[src/rtl/serial_pattern_tx_if.sv]
// Load port and serial output bundle of serial_pattern_tx.
// The slave modport is the transmitter side; the master modport is the loader/consumer side.
interface serial_pattern_tx_if #(
  parameter int MAX_LEN = 16
);
  localparam int LEN_W = $clog2(MAX_LEN + 1);

  logic               load_valid;
  logic               load_ready;
  logic [MAX_LEN-1:0] pattern;
  logic [LEN_W-1:0]   length;
  logic [7:0]         rep;
  logic               abort;
  logic               x;
  logic               x_valid;
  logic               frame_start;
  logic               done;
  logic               err;
  logic               busy;

  // A load is taken on a rising edge where load_valid && load_ready; load_ready is high only in IDLE,
  // and fields need only be stable at that edge.
  modport slave (
    input  load_valid, pattern, length, rep, abort,
    output load_ready, x, x_valid, frame_start, done, err, busy
  );

  modport master (
    output load_valid, pattern, length, rep, abort,
    input  load_ready, x, x_valid, frame_start, done, err, busy
  );
endinterface

[src/rtl/serial_pattern_tx.sv]
// Serial stimulus transmitter: shifts a loaded pattern out LSB-first with repetitions,
// optional inter-frame gaps and frame markers. All outputs are registered.
module serial_pattern_tx #(
  parameter int MAX_LEN    = 16,
  parameter int GAP_CYCLES = 0
) (
  input  logic          CLK,
  input  logic          RESET,
  serial_pattern_tx_if.slave bus,
  output logic [1:0]    state_dbg
);
  localparam int LEN_W = $clog2(MAX_LEN + 1);
  localparam logic [7:0] GAP_M1 = 8'((GAP_CYCLES > 0) ? GAP_CYCLES - 1 : 0);

  typedef enum logic [1:0] {IDLE = 2'd0, SHIFT = 2'd1, GAP = 2'd2, DONE = 2'd3} state_t;

  state_t             state, state_n;
  logic [MAX_LEN-1:0] pat_q, pat_n, pat_shifted;
  logic [LEN_W-1:0]   len_q, len_n, idx_q, idx_n;
  logic [7:0]         rep_q, rep_n, gap_q, gap_n;
  logic               reject;
  logic               legal_len;
  logic               x_n, x_valid_n, frame_start_n, done_n, err_n, busy_n, load_ready_n;

  assign state_dbg = state;
  assign legal_len = (bus.length >= LEN_W'(2)) && (bus.length <= LEN_W'(MAX_LEN));

  always_ff @(posedge CLK or posedge RESET) begin
    if (RESET) begin
      state           <= IDLE;
      pat_q           <= '0;
      len_q           <= '0;
      idx_q           <= '0;
      rep_q           <= '0;
      gap_q           <= '0;
      bus.x           <= 1'b0;
      bus.x_valid     <= 1'b0;
      bus.frame_start <= 1'b0;
      bus.done        <= 1'b0;
      bus.err         <= 1'b0;
      bus.busy        <= 1'b0;
      bus.load_ready  <= 1'b1;
    end else begin
      state           <= state_n;
      pat_q           <= pat_n;
      len_q           <= len_n;
      idx_q           <= idx_n;
      rep_q           <= rep_n;
      gap_q           <= gap_n;
      bus.x           <= x_n;
      bus.x_valid     <= x_valid_n;
      bus.frame_start <= frame_start_n;
      bus.done        <= done_n;
      bus.err         <= err_n;
      bus.busy        <= busy_n;
      bus.load_ready  <= load_ready_n;
    end
  end

  always_comb begin
    state_n = state;
    pat_n   = pat_q;
    len_n   = len_q;
    idx_n   = idx_q;
    rep_n   = rep_q;
    gap_n   = gap_q;
    reject  = 1'b0;
    case (state)
      IDLE: begin
        // abort wins over a simultaneous load, so an aborting master never starts a new frame
        if (bus.load_valid && !bus.abort) begin
          if (legal_len) begin
            state_n = SHIFT;
            pat_n   = bus.pattern;
            len_n   = bus.length;
            rep_n   = bus.rep;
            idx_n   = '0;
          end else begin
            reject = 1'b1;
          end
        end
      end
      SHIFT: begin
        if (bus.abort) begin
          state_n = IDLE;
        end else if (idx_q == len_q - LEN_W'(1)) begin
          if (rep_q == 8'd0) begin
            state_n = DONE;
          end else begin
            rep_n = rep_q - 8'd1;
            idx_n = '0;
            if (GAP_CYCLES == 0) begin
              state_n = SHIFT;
            end else begin
              state_n = GAP;
              gap_n   = GAP_M1;
            end
          end
        end else begin
          idx_n = idx_q + LEN_W'(1);
        end
      end
      GAP: begin
        if (bus.abort) begin
          state_n = IDLE;
        end else if (gap_q == 8'd0) begin
          state_n = SHIFT;
        end else begin
          gap_n = gap_q - 8'd1;
        end
      end
      default: state_n = IDLE;
    endcase
  end

  // Outputs are the registered image of the state being entered; a frame begins whenever SHIFT is entered at bit 0.
  always_comb begin
    pat_shifted   = pat_n >> idx_n;
    x_valid_n     = (state_n == SHIFT);
    x_n           = x_valid_n & pat_shifted[0];
    frame_start_n = x_valid_n && (idx_n == '0);
    done_n        = (state_n == DONE);
    err_n         = reject;
    busy_n        = (state_n != IDLE);
    load_ready_n  = (state_n == IDLE);
  end
endmodule

[src/flat_wrapper.sv]
// flat-port wrapper written by rule: the top's interface ports become plain ports
module serial_pattern_tx_flat 
#(
  parameter int MAX_LEN    = 16,
  parameter int GAP_CYCLES = 0
)
  (CLK, RESET, state_dbg, bus_load_valid, bus_pattern, bus_length, bus_rep, bus_abort, bus_load_ready, bus_x, bus_x_valid, bus_frame_start, bus_done, bus_err, bus_busy);
  serial_pattern_tx_if #(.MAX_LEN(MAX_LEN)) bus_i ();
  input  logic CLK;
  input  logic RESET;
  output logic [1:0] state_dbg;
  input wire logic [$bits(bus_i.load_valid)-1:0] bus_load_valid;
  input wire logic [$bits(bus_i.pattern)-1:0] bus_pattern;
  input wire logic [$bits(bus_i.length)-1:0] bus_length;
  input wire logic [$bits(bus_i.rep)-1:0] bus_rep;
  input wire logic [$bits(bus_i.abort)-1:0] bus_abort;
  output wire logic [$bits(bus_i.load_ready)-1:0] bus_load_ready;
  output wire logic [$bits(bus_i.x)-1:0] bus_x;
  output wire logic [$bits(bus_i.x_valid)-1:0] bus_x_valid;
  output wire logic [$bits(bus_i.frame_start)-1:0] bus_frame_start;
  output wire logic [$bits(bus_i.done)-1:0] bus_done;
  output wire logic [$bits(bus_i.err)-1:0] bus_err;
  output wire logic [$bits(bus_i.busy)-1:0] bus_busy;
  assign bus_i.load_valid = bus_load_valid;
  assign bus_i.pattern = bus_pattern;
  assign bus_i.length = bus_length;
  assign bus_i.rep = bus_rep;
  assign bus_i.abort = bus_abort;
  assign bus_load_ready = bus_i.load_ready;
  assign bus_x = bus_i.x;
  assign bus_x_valid = bus_i.x_valid;
  assign bus_frame_start = bus_i.frame_start;
  assign bus_done = bus_i.done;
  assign bus_err = bus_i.err;
  assign bus_busy = bus_i.busy;
  serial_pattern_tx #(.MAX_LEN(MAX_LEN), .GAP_CYCLES(GAP_CYCLES)) u_core (.CLK(CLK), .RESET(RESET), .bus(bus_i), .state_dbg(state_dbg));
endmodule
[config.mk]
export PLATFORM = sky130hd
export DESIGN_NAME = serial_pattern_tx_flat
export DESIGN_NICKNAME = d
export VERILOG_FILES = /design/src/rtl/serial_pattern_tx_if.sv /design/src/rtl/serial_pattern_tx.sv /design/src/flat_wrapper.sv
export SDC_FILE = /design/constraint.sdc
export NUM_CORES = 1
export LEC_CHECK = 0
export ABC_CLOCK_PERIOD_IN_PS = 4700
export CAP_MARGIN = 10
export CORE_UTILIZATION = 48
export CTS_CLUSTER_SIZE = 25
export DETAILED_ROUTE_END_ITERATION = 8
export PLACE_DENSITY_LB_ADDON = 0.1
export SKIP_CTS_REPAIR_TIMING = 1
export SLEW_MARGIN = 5
export SYNTH_ARGS = -nofsm -noshare
export SYNTH_HDL_FRONTEND = slang
export SYNTH_SLANG_ARGS = --single-unit
export TNS_END_PERCENT = 30
[constraint.sdc]
create_clock -name CLK -period 4.7 [get_ports CLK]
set_input_delay 1.41 -clock CLK [delete_from_list [all_inputs] [get_ports CLK]]
set_output_delay 1.41 -clock CLK [all_outputs]
set_load 0.03 [all_outputs]
After elaboration in Yosys (flattened, before gate mapping) --
Index checks and enable logic that the tools add are counted. W data, S select, Z words.
Cells by class: add/subtract/negate cells 4, order comparisons 2, eq/ne operators 10, shifts and indexed selects 1, mux-type cells 26, bitwise logic cells 3, reduce and logical (&&, ||, !) cells 14
Operators by type and width (number):
- $mux W16 | 3
- $mux W8 | 5
- $mux W5 | 5
- $logic_not A8 Y1 | 2
- $pmux W8 S2 | 1
- $shr A16 B5 Y1 | 1
- $sub A8 B1 Y8 const B | 2
- $mux W2 | 7
- $pmux W5 S2 | 1
- $ne A2 B1 Y1 const B | 3
- $pmux W2 S3 | 1
- $reduce_and A3 Y1 | 2
- $reduce_and A6 Y1 | 1
- $add A5 B1 Y5 const B | 1
- $eq A5 B5 Y1 | 1
- $ge A5 B2 Y1 const B | 1
- $le A5 B5 Y1 const B | 1
- $logic_not A5 Y1 | 1
- $sub A5 B1 Y5 const B | 1
- $eq A2 B1 Y1 const B | 2
- $eq A2 B2 Y1 const B | 2
- $logic_not A2 Y1 | 2
- $ne A2 B2 Y1 const B | 2
- $reduce_bool A2 Y1 | 2
- 5 further kinds | 10
Storage, ports and cells: register bits after elaboration 51, bits of input ports 33, output and inout bits 9, logic and storage cells 73

Longest topological paths before layout --
Gate-level depths: netlist of run 1.
word-level depth 7, gate-level depth with buffers 11, gate-level depth less buffers 11

Worst setup path after synthesis of run 1 --
Ideal clock, no wire load.
kind input-to-reg, start point input bus_length[1], end point register u_core.bus.x, setup time 0.133 ns, arrival time 3.417 ns, data required time 4.567 ns, setup slack 1.150 ns, stages 8, path buffers 0, cell sequence nor3_1 -> nor4b_1 -> a211oi_1 -> o211a_4 -> nor2_2 -> mux2_4 -> a2111oi_2 -> nor4_1
On the way: word-level cells in the longest chain between the ends 7, elaborated cells between the ends (all ways) 15, classes of those cells order compare: 2; eq/ne: 1; shift: 1; mux: 9; bitwise: 1; reduce/logical: 1
RTL lines:
- from (decl) | line flat_wrapper.sv:14 | input wire logic [$bits(bus_i.length)-1:0] bus_length;
- $ge A5 B2 Y1 or $le A5 B5 Y1 (tied branches) | line serial_pattern_tx.sv:26 | assign legal_len = (bus.length >= LEN_W'(2)) && (bus.length <= LEN_W'(MAX_LEN));
- $logic_and A1 B1 Y1 * | line serial_pattern_tx.sv:26
- $mux W5, or another cell as far along | line serial_pattern_tx.sv:72 | if (legal_len) begin
- $mux W5, or another cell as far along | line serial_pattern_tx.sv:71 | if (bus.load_valid && !bus.abort) begin
- $pmux W5 S2, or another cell as far along | line serial_pattern_tx.sv:68 | case (state)
- $shr A16 B5 Y1 or $eq A2 B1 Y1 (tied branches) | line serial_pattern_tx.sv:118, serial_pattern_tx.sv:119
- $and A1 B1 Y1 * | line serial_pattern_tx.sv:120 | x_n = x_valid_n & pat_shifted[0];
- via u_core.x_n | line serial_pattern_tx.sv:23 | logic x_n, x_valid_n, frame_start_n, done_n, err_n, busy_n, load_ready_n;
- to (signal assigned) | line serial_pattern_tx.sv:50 | bus.x <= x_n;
- to (decl) | line serial_pattern_tx_if.sv:25 | output load_ready, x, x_valid, frame_start, done, err, busy
Mark *: on every way through the listed nets, which the timed path passes. The rest lies on a longest branch. A chain may end at the register's enable or synchronous reset.

Final worst setup path of run 1 --
Same ends and word-level chain as after synthesis.

==> results of run 1 <==
==> metrics by stage <==
stage          setup slack (ns)  total power, µW  utilization
3_3_place_gp              0.491             1070        0.590
3_5_place_dp              0.430             1080        0.590
2_1_floorplan              1.15              955            -
6_report                  0.776             1330        0.610
4_1_cts                   0.760             1340        0.607
5_1_grt                   0.532             1420        0.610
==> registers in the layout (all words and copies together), names as in the netlist, 2 cells and up <==
register,cells
u_core.gap_q,8
u_core.idx_q,5
u_core.pat_q,16
u_core.state_dbg,2
u_core.len_q,5
u_core.rep_q,8
==> worst max path at each step <==
| stage | from | end | slack [ns] | cells past startpoint |
|---|---|---|---|---|
| after floorplan | bus_length[1] | u_core.bus.x$_DFF_PP0_ | 1.15 | 8 |
| after global placement | bus_length[1] | u_core.bus.x$_DFF_PP0_ | 0.49 | 9 |
| after detailed placement | bus_length[1] | u_core.bus.x$_DFF_PP0_ | 0.43 | 9 |
| after CTS | bus_length[1] | u_core.bus.x$_DFF_PP0_ | 0.76 | 9 |
| after global routing | bus_length[1] | u_core.bus.x$_DFF_PP0_ | 0.53 | 10 |
| final | bus_length[1] | u_core.bus.x$_DFF_PP0_ | 0.78 | 9 |
==> Yosys cell counts (2+ instances only) <==
library cell	n
nor2b_1	2
nor3_1	8
nand2_1	7
nor2_1	21
a31oi_1	2
mux2i_1	3
or2_2	3
and3_2	3
or4_1	2
or2b_2	2
nor4_1	6
a21oi_1	15
xor2_1	5
inv_1	12
xnor2_1	7
ha_1	6
clkbuf_1	3
buf_2	2
dfrtp_1	50
nor3_2	2
mux2_2	23
o211ai_1	2
a22oi_1	2
nor4b_1	2
nor3b_1	2
nand3_1	3
a211oi_1	7
nand2b_1	7
o21ai_0	13
==> worst reg2reg max path, cell delays in order, from the launching register on <==
cell and delay [ns]:
dfrtp_1 0.42, inv_1 0.06, ha_1 0.24, xnor2_1 0.14
o2bb2ai_1 0.20, a211oi_1 0.66, nor3_2 0.20, nor2_2 0.30
mux2_4 0.34, a2111oi_2 0.35, nor4_1 0.09
==> power by group through the flow <==
stage	Combinational (µW)	Sequential, µW	Clock, µW
finish	459	611	262
floorplan	349	606	0
CTS	459	611	271
detailed placement	456	620	0
global route	509	624	288
global placement	450	616	0
==> cell usage in the layout (no fill, tap or decap), types with 6 or more instances in the layout <==
cell / n
a211oi_1: 7
a21oi_1: 15
clkdlybuf4s50_1: 41
dfrtp_1: 50
ha_1: 6
inv_1: 11
mux2_2: 23
nand2_1: 7
nand2b_1: 7
nor2_1: 21
nor3_1: 8
nor4_1: 6
o21ai_0: 13
xnor2_1: 7
==> kinds of logic (layout without fill, tap and decap cells) <==
family,Yosys count,in the layout,synth area share
simple gates,80,80,0.177
buf+inv,19,66,0.0291
flops,51,51,0.456
xor+xnor,13,13,0.0474
compound gates,58,58,0.155
fa+ha+maj,6,6,0.0268
mux,27,27,0.109
==> layer usage <==
layer  vias up  wire, µm  global-route usage
met1      1005      2680               0.276
met4         0       101              0.0574
li1       1018         -                   -
met2        43      2700               0.324
met3         9       273              0.0453
met5         -         0                   0
==> layout make-up <==
type	instances	area (µm²)	area share
inverters	13	48.8	0.0143
repair buffers	45	453	0.133
multi-input cells	184	1440	0.423
clock buffers	5	68.8	0.0202
well taps	72	90.1	0.0265
flip-flops and latches	51	1280	0.376
clock inverters	3	23.8	0.00699
==> impl_metrics.csv, run 1 <==
group,metric,value,unit
layout,fillerInstances,501,
routing,drtPass1Iterations,4,
global_routing,antenna_found_initial,0,
global_routing,grt_use_total,0.203,
layout,area_growth,21.5,%
synth,synth_warnings,0,
placed_design,dpl.cell_count,364,
layout,final_cells,373,
global_routing,grt_pass1_vias,2010,
setup_path,path_buf_inv,1,
worst_hold_path,whs_endpoint,"u_core.gap_q[6]$_DFFE_PP0P_",
job,cap_violations,0,
synth,synth_top_area_share,0.447,
sta,holdWs,0.470,ns
clock_network,cts-root-buf,"clkbuf_8",
pwr,ir_worst_vdd,0.229,mV
setup_path,required,4.90,ns
die,initial_utilization,0.502,
synth,synthArstFlopShare,1.00,
setup_path,cp.arrival,4.12,ns
routing,drc,0,
sta,setup_tns,0,ns
sta,max_freq,255,MHz
layout,n_antenna_cell,0,
setup_path,worstReg2RegStart,"u_core.len_q[0]$_DFFE_PP0P_",
pwr,p_per_area,392,nW/µm²
pwr,clockPowerShare,0.197,
clock_network,cts_max_level,2,
routing,antenna_left,0,
layout,fin_area,3400,µm²
pwr,intPower,853,µW
setup_path,cpPeakStageDelay,0.43,ns
die,core.rowCount,27,
placed_design,placed_area,3290,µm²
clock_network,insertion_delay,0.31,ns
setup_path,r2r_cells,10,
synth,netlist_top_cells_area,"dfrtp_1, mux2_2, nor2_1, a21oi_1, ha_1",
worst_hold_path,hold_depth,1,
die,dieArea,6140,µm²
sta,report.final.slew_viol_count,0,
layout,drive_above_1_share,0.216,
setup_path,crit_chain,"clkdlybuf4s50_1 > nor3_1 > nor4b_1 > a211oi_1 > o211a_4 > nor2_2 > mux2_4 > a2111oi_2 > nor4_1",
placed_design,io_buffers,41,
placed_design,gp_congestion,0.839,
synth,syn_nets,293,
clock_network,clkTransAtPathRegs,0.10,ns
setup_path,worst-r2r-setup-slack,1.60,ns
setup_path,critical_path.top_delay_family,"simple AND/OR/NAND/NOR gates",
setup_path,end_kind,"flop",
worst_hold_path,worstHoldPathType,"flop to flop",
sta,hold_viol,0,
pwr,power_frac_comb,0.345,
synth,synth_cell_types,61,
sta,setup_viol,0,
routing,vias,2075,
clock_network,cts_buffer_depth,2,
placed_design,dp_hpwl,4.18,mm
sta,rsz0062_at_grt,"false",
pwr,p_leak,0.00144,µW
setup_path,path_max_fanout,6,
pwr,power_switching,479,µW
global_routing,grt_pass1_wl,9.67,mm
clock_network,cts_buffers,5,
routing,wirelength,5.75,mm
setup_path,cp-start-kind,"input pin",
worst_hold_path,holdCritStartpoint,"u_core.gap_q[6]$_DFFE_PP0P_",
sta,fin_crit,3.92,ns
routing,via_per_inst,5.56,
die,ios,42,
die,die_x,78.4,µm
pwr,switching_share,0.360,
synth,synth.cell_area,2800,µm²
clock_network,cts_tree,"done",
setup_path,crit_slowest_cell,"nor3_1",
die,coreArea,5570,µm²
sta,max_slew.worst_pin.slew,0.722,ns
routing,post_drt_wl_per_cell,15.4,µm
pwr,pwr-share-seq,0.459,
synth,ys_ff_latch,51,
global_routing,grt_max_degree,52,
layout,nets,339,
global_routing,grt_overflow,0,
setup_path,reg2reg_to,"u_core.bus.x$_DFF_PP0_",
sta,relSlewSlack,0.518,
synth,ys.flop_type,"dfrtp_1",
synth,yosysSeqAreaShare,0.456,
routing,drt_iter0_markers,127,
synth,avgSynthCellArea,11.0,µm²
sta,fin_crit_sh,0.835,
synth,synth_area_leader_cell,"dfrtp_1",
clock_network,cts.sinks,51,
synth,synth_cells,254,
setup_path,worstSetupPathType,"input pin to flop",
die,chipHeight,78.4,µm
synth,synth_edf_count,0,
outcome,status,"finished clean",
sta,finClkSkew,0.0102,ns
No activity file was read; power rests on OpenSTA's default activity.
==> run 2: changes to the inputs <==
--- a/config.mk
+++ b/config.mk
@@ -5,7 +5,7 @@
 export SDC_FILE = /design/constraint.sdc
 export NUM_CORES = 1
 export LEC_CHECK = 0
-export ABC_CLOCK_PERIOD_IN_PS = 4700
+export ABC_CLOCK_PERIOD_IN_PS = 3900
 export CAP_MARGIN = 10
 export CORE_UTILIZATION = 48
 export CTS_CLUSTER_SIZE = 25
==> constraint.sdc (replaced) <==
create_clock -name CLK -period 3.9 [get_ports CLK]
set_input_delay 1.17 -clock CLK [delete_from_list [all_inputs] [get_ports CLK]]
set_output_delay 1.17 -clock CLK [all_outputs]
set_load 0.03 [all_outputs]
==> impl_metrics.csv, run 2 (synthesis gave the netlist of run 1 again) <==
group,metric,value,unit
clock_network,cts_buffer_depth,2,
pwr,p_per_area,476,nW/µm²
sta,holdWs,0.467,ns
clock_network,cts.sinks,51,
pwr,clockPowerShare,0.200,
sta,rsz0062_at_grt,"false",
outcome,status,"finished clean",
layout,drive_above_1_share,0.234,
sta,max_freq,276,MHz
die,dieArea,6140,µm²
sta,hold_viol,0,
setup_path,cp-start-kind,"input pin",
setup_path,critical_path.top_delay_family,"simple AND/OR/NAND/NOR gates",
die,core.rowCount,27,
sta,max_slew.worst_pin.slew,0.758,ns
clock_network,cts-root-buf,"clkbuf_8",
routing,vias,2086,
setup_path,worst-r2r-setup-slack,0.89,ns
setup_path,r2r_cells,10,
layout,final_core_util,0.618,
routing,drtPass1Iterations,4,
setup_path,cp.arrival,3.82,ns
die,coreArea,5570,µm²
setup_path,end_kind,"flop",
setup_path,worstReg2RegStart,"u_core.len_q[0]$_DFFE_PP0P_",
layout,largestRegisters,"u_core.pat_q (16), u_core.gap_q (8), u_core.rep_q (8)",
setup_path,path_max_fanout,3,
routing,antenna_left,0,
worst_hold_path,worstHoldPathType,"flop to flop",
global_routing,grt_use_total,0.199,
sta,setup_viol,0,
clock_network,insertion_delay,0.31,ns
pwr,power,1640,µW
placed_design,dpl.cell_count,372,
layout,largest_reg_flops,16,
layout,top_register,"u_core.pat_q",
die,die_x,78.4,µm
routing,via_per_inst,5.49,
routing,post_drt_wl_per_cell,15.2,µm
setup_path,required,4.10,ns
placed_design,io_buffers,41,
pwr,power_switching,592,µW
sta,finClkSkew,0.0150,ns
layout,layout_common_cells,"dfrtp_1, clkdlybuf4s50_1, mux2_2",
global_routing,grt_pass1_vias,2083,
clock_network,clkTransAtPathRegs,0.10,ns
global_routing,grt_overflow,0,
setup_path,crit_slowest_cell,"clkdlybuf4s50_1",
routing,drc,0,
die,initial_utilization,0.502,
setup_path,reg2reg_to,"u_core.bus.x$_DFF_PP0_",
setup_path,cpPeakStageDelay,0.42,ns
global_routing,grt_max_degree,23,
clock_network,cts_max_level,2,
setup_path,path_buf_inv,1,
routing,wirelength,5.77,mm
layout,mostFrequentLayoutCell,"dfrtp_1",
setup_path,worstSetupPathType,"input pin to flop",
global_routing,grt_pass1_wl,9.60,mm
layout,area_growth,23.1,%
global_routing,antenna_found_initial,0,
pwr,intPower,1050,µW
pwr,p_leak,0.00148,µW
layout,final_cells,380,
worst_hold_path,hold_depth,1,
placed_design,dp_hpwl,4.35,mm
placed_design,gp_congestion,0.865,
layout,fillerInstances,479,
sta,fin_crit,3.63,ns
job,cap_violations,0,
worst_hold_path,holdCritStartpoint,"u_core.gap_q[6]$_DFFE_PP0P_",
setup_path,crit_chain,"clkdlybuf4s50_1 > nor3_1 > nor4b_1 > a211oi_1 > o211a_4 > nor2_2 > mux2_4 > a2111oi_2 > nor4_1",
pwr,ir_worst_vdd,0.237,mV
sta,finalWorstSetupSlack,0.271,ns
sta,relSlewSlack,0.492,
layout,n_antenna_cell,0,
die,ios,42,
pwr,pwr-share-seq,0.450,
clock_network,cts_tree,"done",
pwr,switching_share,0.361,
placed_design,place_ws,-0.0632,ns
routing,drt_iter0_markers,89,
die,chipHeight,78.4,µm
sta,report.final.slew_viol_count,0,
clock_network,cts_buffers,5,
layout,nets,346,
sta,fin_crit_sh,0.931,
pwr,power_frac_comb,0.351,
worst_hold_path,whs_endpoint,"u_core.gap_q[6]$_DFFE_PP0P_",
==> run 2: changes by cell type in the layout (fill, tap and decap cells not counted), sizes merged <==
cell      before  now
buf            4   11
clkinvlp       2    0
inv           14   16
==> run 2: layout make-up <==
type | instances | area, µm² | share of cell area
Multi-Input combinational cell | 184 | 1440 | 0.418
Sequential cell | 51 | 1280 | 0.371
Timing Repair Buffer | 52 | 493 | 0.143
Tap cell | 72 | 90.1 | 0.0262
Clock buffer | 5 | 68.8 | 0.0200
Inverter | 13 | 48.8 | 0.0142
Clock inverter | 3 | 26.3 | 0.00763
==> run 2: per-layer routing <==
layer,global-route usage,up-vias,wire length [µm]
li1,-,1034,-
met1,0.271,1011,2800
met2,0.323,35,2730
met3,0.0360,6,184
met4,0.0630,0,63
met5,0,-,0
==> run 2: per-stage QoR <==
stage | TNS, ns | instance area, µm²
floorplan | 0 | 2800
global placement | 0 | 3350
detailed placement | -0.0632 | 3350
CTS | 0 | 3440
global route | 0 | 3440
finish | 0 | 3440
==> run 2: worst register-to-register path, stage by stage, from the launching register on <==
cell,delay (ns)
dfrtp_1,0.43
inv_1,0.06
ha_1,0.24
xnor2_1,0.14
o2bb2ai_1,0.21
a211oi_1,0.70
nor3_2,0.13
nor2_2,0.21
mux2_4,0.32
a2111oi_2,0.36
nor4_1,0.10
==> run 2: worst max path at each step <==
| stage | cells past startpoint | to | slack, ns | start |
|---|---|---|---|---|
| after floorplan | 8 | u_core.bus.x$_DFF_PP0_ | 0.59 | bus_length[1] |
| after global routing | 9 | u_core.bus.x$_DFF_PP0_ | 0.003 | bus_length[1] |
| after detailed placement | 9 | u_core.bus.x$_DFF_PP0_ | -0.06 | bus_length[1] |
| final | 9 | u_core.bus.x$_DFF_PP0_ | 0.27 | bus_length[1] |
| after global placement | 9 | u_core.bus.x$_DFF_PP0_ | 0.04 | bus_length[1] |
| after CTS | 9 | u_core.bus.x$_DFF_PP0_ | 0.28 | bus_length[1] |
==> run 2: power by group through the flow <==
| stage | clock (µW) | combinational, µW | sequential [µW] |
|---|---|---|---|
| 2_1_floorplan | 0 | 421 | 730 |
| 3_3_place_gp | 0 | 560 | 743 |
| 3_5_place_dp | 0 | 576 | 746 |
| 4_1_cts | 339 | 579 | 736 |
| 5_1_grt | 361 | 630 | 753 |
| 6_report | 327 | 575 | 737 |
==> run 3: changes to the inputs <==
--- a/config.mk
+++ b/config.mk
@@ -7,11 +7,11 @@
 export LEC_CHECK = 0
 export ABC_CLOCK_PERIOD_IN_PS = 3900
 export CAP_MARGIN = 10
+export CORE_MARGIN = 3
 export CORE_UTILIZATION = 48
 export CTS_CLUSTER_SIZE = 25
 export DETAILED_ROUTE_END_ITERATION = 8
 export PLACE_DENSITY_LB_ADDON = 0.1
-export SKIP_CTS_REPAIR_TIMING = 1
 export SLEW_MARGIN = 5
 export SYNTH_ARGS = -nofsm -noshare
 export SYNTH_HDL_FRONTEND = slang
==> impl_metrics.csv, run 3 (synthesis gave the netlist of run 1 again) <==
group,metric,value,unit
outcome,status,"finished clean",
routing,drtPass1Iterations,4,
layout,fin_area,3450,µm²
pwr,p_per_area,471,nW/µm²
pwr,pwr-share-seq,0.454,
layout,drive_above_1_share,0.228,
die,core.rowCount,27,
die,die_x,82.4,µm
routing,drc,0,
sta,hold_viol,0,
die,coreArea,5570,µm²
clock_network,cts_hold_buffers,0,
routing,vias,2092,
layout,area_growth,23.1,%
sta,setup_tns,0,ns
clock_network,clkTransAtPathRegs,0.09,ns
sta,max_freq,275,MHz
clock_network,cts-root-buf,"clkbuf_8",
setup_path,required,4.09,ns
pwr,p_leak,0.00148,µW
sta,rsz0062_at_grt,"false",
sta,relSlewSlack,0.494,
layout,top_register,"u_core.pat_q",
sta,max_slew.worst_pin.slew,0.758,ns
routing,drt_iter0_markers,130,
placed_design,dp_hpwl,4.18,mm
pwr,ir_worst_vdd,0.222,mV
die,initial_utilization,0.502,
clock_network,cts_setup_buffers,0,
layout,largest_reg_flops,16,
routing,wirelength,5.69,mm
die,chipHeight,82.4,µm
placed_design,gp_congestion,0.756,
clock_network,cts.sinks,51,
sta,fin_crit_sh,0.932,
global_routing,antenna_found_initial,0,
setup_path,worstSetupPathType,"input pin to flop",
setup_path,end_kind,"flop",
layout,mostFrequentLayoutCell,"dfrtp_1",
die,ios,42,
routing,via_per_inst,5.52,
sta,fin_crit,3.64,ns
sta,setup_viol,0,
placed_design,placed_area,3350,µm²
job,cap_violations,0,
global_routing,grt_overflow,0,
pwr,power_frac_comb,0.352,
routing,antenna_left,0,
setup_path,path_max_fanout,5,
global_routing,grt_pass1_vias,1991,
clock_network,cts_tree,"done",
placed_design,io_buffers,41,
clock_network,cts_max_level,2,
global_routing,grt_max_degree,52,
clock_network,insertion_delay,0.30,ns
clock_network,cts_buffer_depth,2,
die,dieArea,6780,µm²
pwr,power_switching,565,µW
worst_hold_path,worstHoldPathType,"flop to flop",
pwr,clockPowerShare,0.194,
global_routing,grt_pass1_wl,9.57,mm
layout,fillerInstances,506,
sta,report.final.slew_viol_count,0,
sta,finClkSkew,0.00463,ns
pwr,intPower,1060,µW
layout,nets,345,
global_routing,grt_use_total,0.184,
layout,largestRegisters,"u_core.pat_q (16), u_core.gap_q (8), u_core.rep_q (8)",
layout,layout_common_cells,"dfrtp_1, clkdlybuf4s50_1, mux2_2",
setup_path,cp-start-kind,"input pin",
routing,post_drt_wl_per_cell,15.0,µm
pwr,switching_share,0.348,
clock_network,cts_buffers,5,
layout,n_antenna_cell,0,
setup_path,cp.arrival,3.82,ns
clock_network,ctsResizeCount,0,
[run 3: path summary, 6_finish.rpt]
check / startpoint / end / slack (ns) / depth (start not counted)
worst max-delay path: bus_length[1] / u_core.bus.x$_DFF_PP0_ / 0.26 / 9
worst min-delay path: u_core.gap_q[6]$_DFFE_PP0P_ / u_core.gap_q[6]$_DFFE_PP0P_ / 0.46 / 1
worst max register to register: u_core.len_q[0]$_DFFE_PP0P_ / u_core.bus.x$_DFF_PP0_ / 0.84 / 10
worst min register to register: u_core.gap_q[6]$_DFFE_PP0P_ / u_core.gap_q[6]$_DFFE_PP0P_ / 0.46 / 1
max in group asynchronous: RESET / u_core.len_q[3]$_DFFE_PP0P_ / 2.13 / 3
min in group asynchronous: RESET / u_core.gap_q[3]$_DFFE_PP0P_ / 1.36 / 3
[run 3: per-stage QoR]
| step | util | power [µW] | cells | hold slack (ns) | setup WS [ns] |
|---|---|---|---|---|---|
| global route | 0.618 | 1730 | 379 | 0.498 | 0.144 |
| global placement | 0.602 | 1310 | 371 | 0.447 | 0.0152 |
| floorplan | - | 1150 | 254 | 0.433 | 0.590 |
| CTS | 0.618 | 1640 | 379 | 0.473 | 0.248 |
| finish | 0.618 | 1620 | 379 | 0.465 | 0.264 |
| detailed placement | 0.602 | 1320 | 371 | 0.456 | -0.0693 |
[run 3: worst max-delay path: stages]
cell and delay (ns):
clkdlybuf4s50_1 0.42, nor3_1 0.38, nor4b_1 0.40, a211oi_1 0.19
o211a_4 0.29, nor2_2 0.20, mux2_4 0.33, a2111oi_2 0.35
nor4_1 0.10
[run 3: layer usage]
metal | vias to the layer above | global-route usage | wire length (µm)
met3 | 6 | 0.0380 | 220
met5 | - | 0 | 0
met4 | 0 | 0.0498 | 71
met1 | 1018 | 0.261 | 2740
met2 | 42 | 0.286 | 2650
li1 | 1026 | - | -
[run 3: area by class of cell]
class                      instances  area [µm²]  share of cell area
multi-input combinational        184        1440               0.418
sequential                        51        1280               0.371
timing repair buffer              51         498               0.145
tap                               72        90.1              0.0261
clock buffer                       7        86.3              0.0251
inverter                          13        48.8              0.0142
clock inverter                     1        5.00             0.00145
[run 3: power by group through the flow]
stage | sequential (µW) | clock (µW) | combinational (µW)
3_3_place_gp | 743 | 0 | 563
2_1_floorplan | 730 | 0 | 421
4_1_cts | 738 | 326 | 576
6_report | 738 | 315 | 572
3_5_place_dp | 748 | 0 | 571
5_1_grt | 753 | 345 | 633
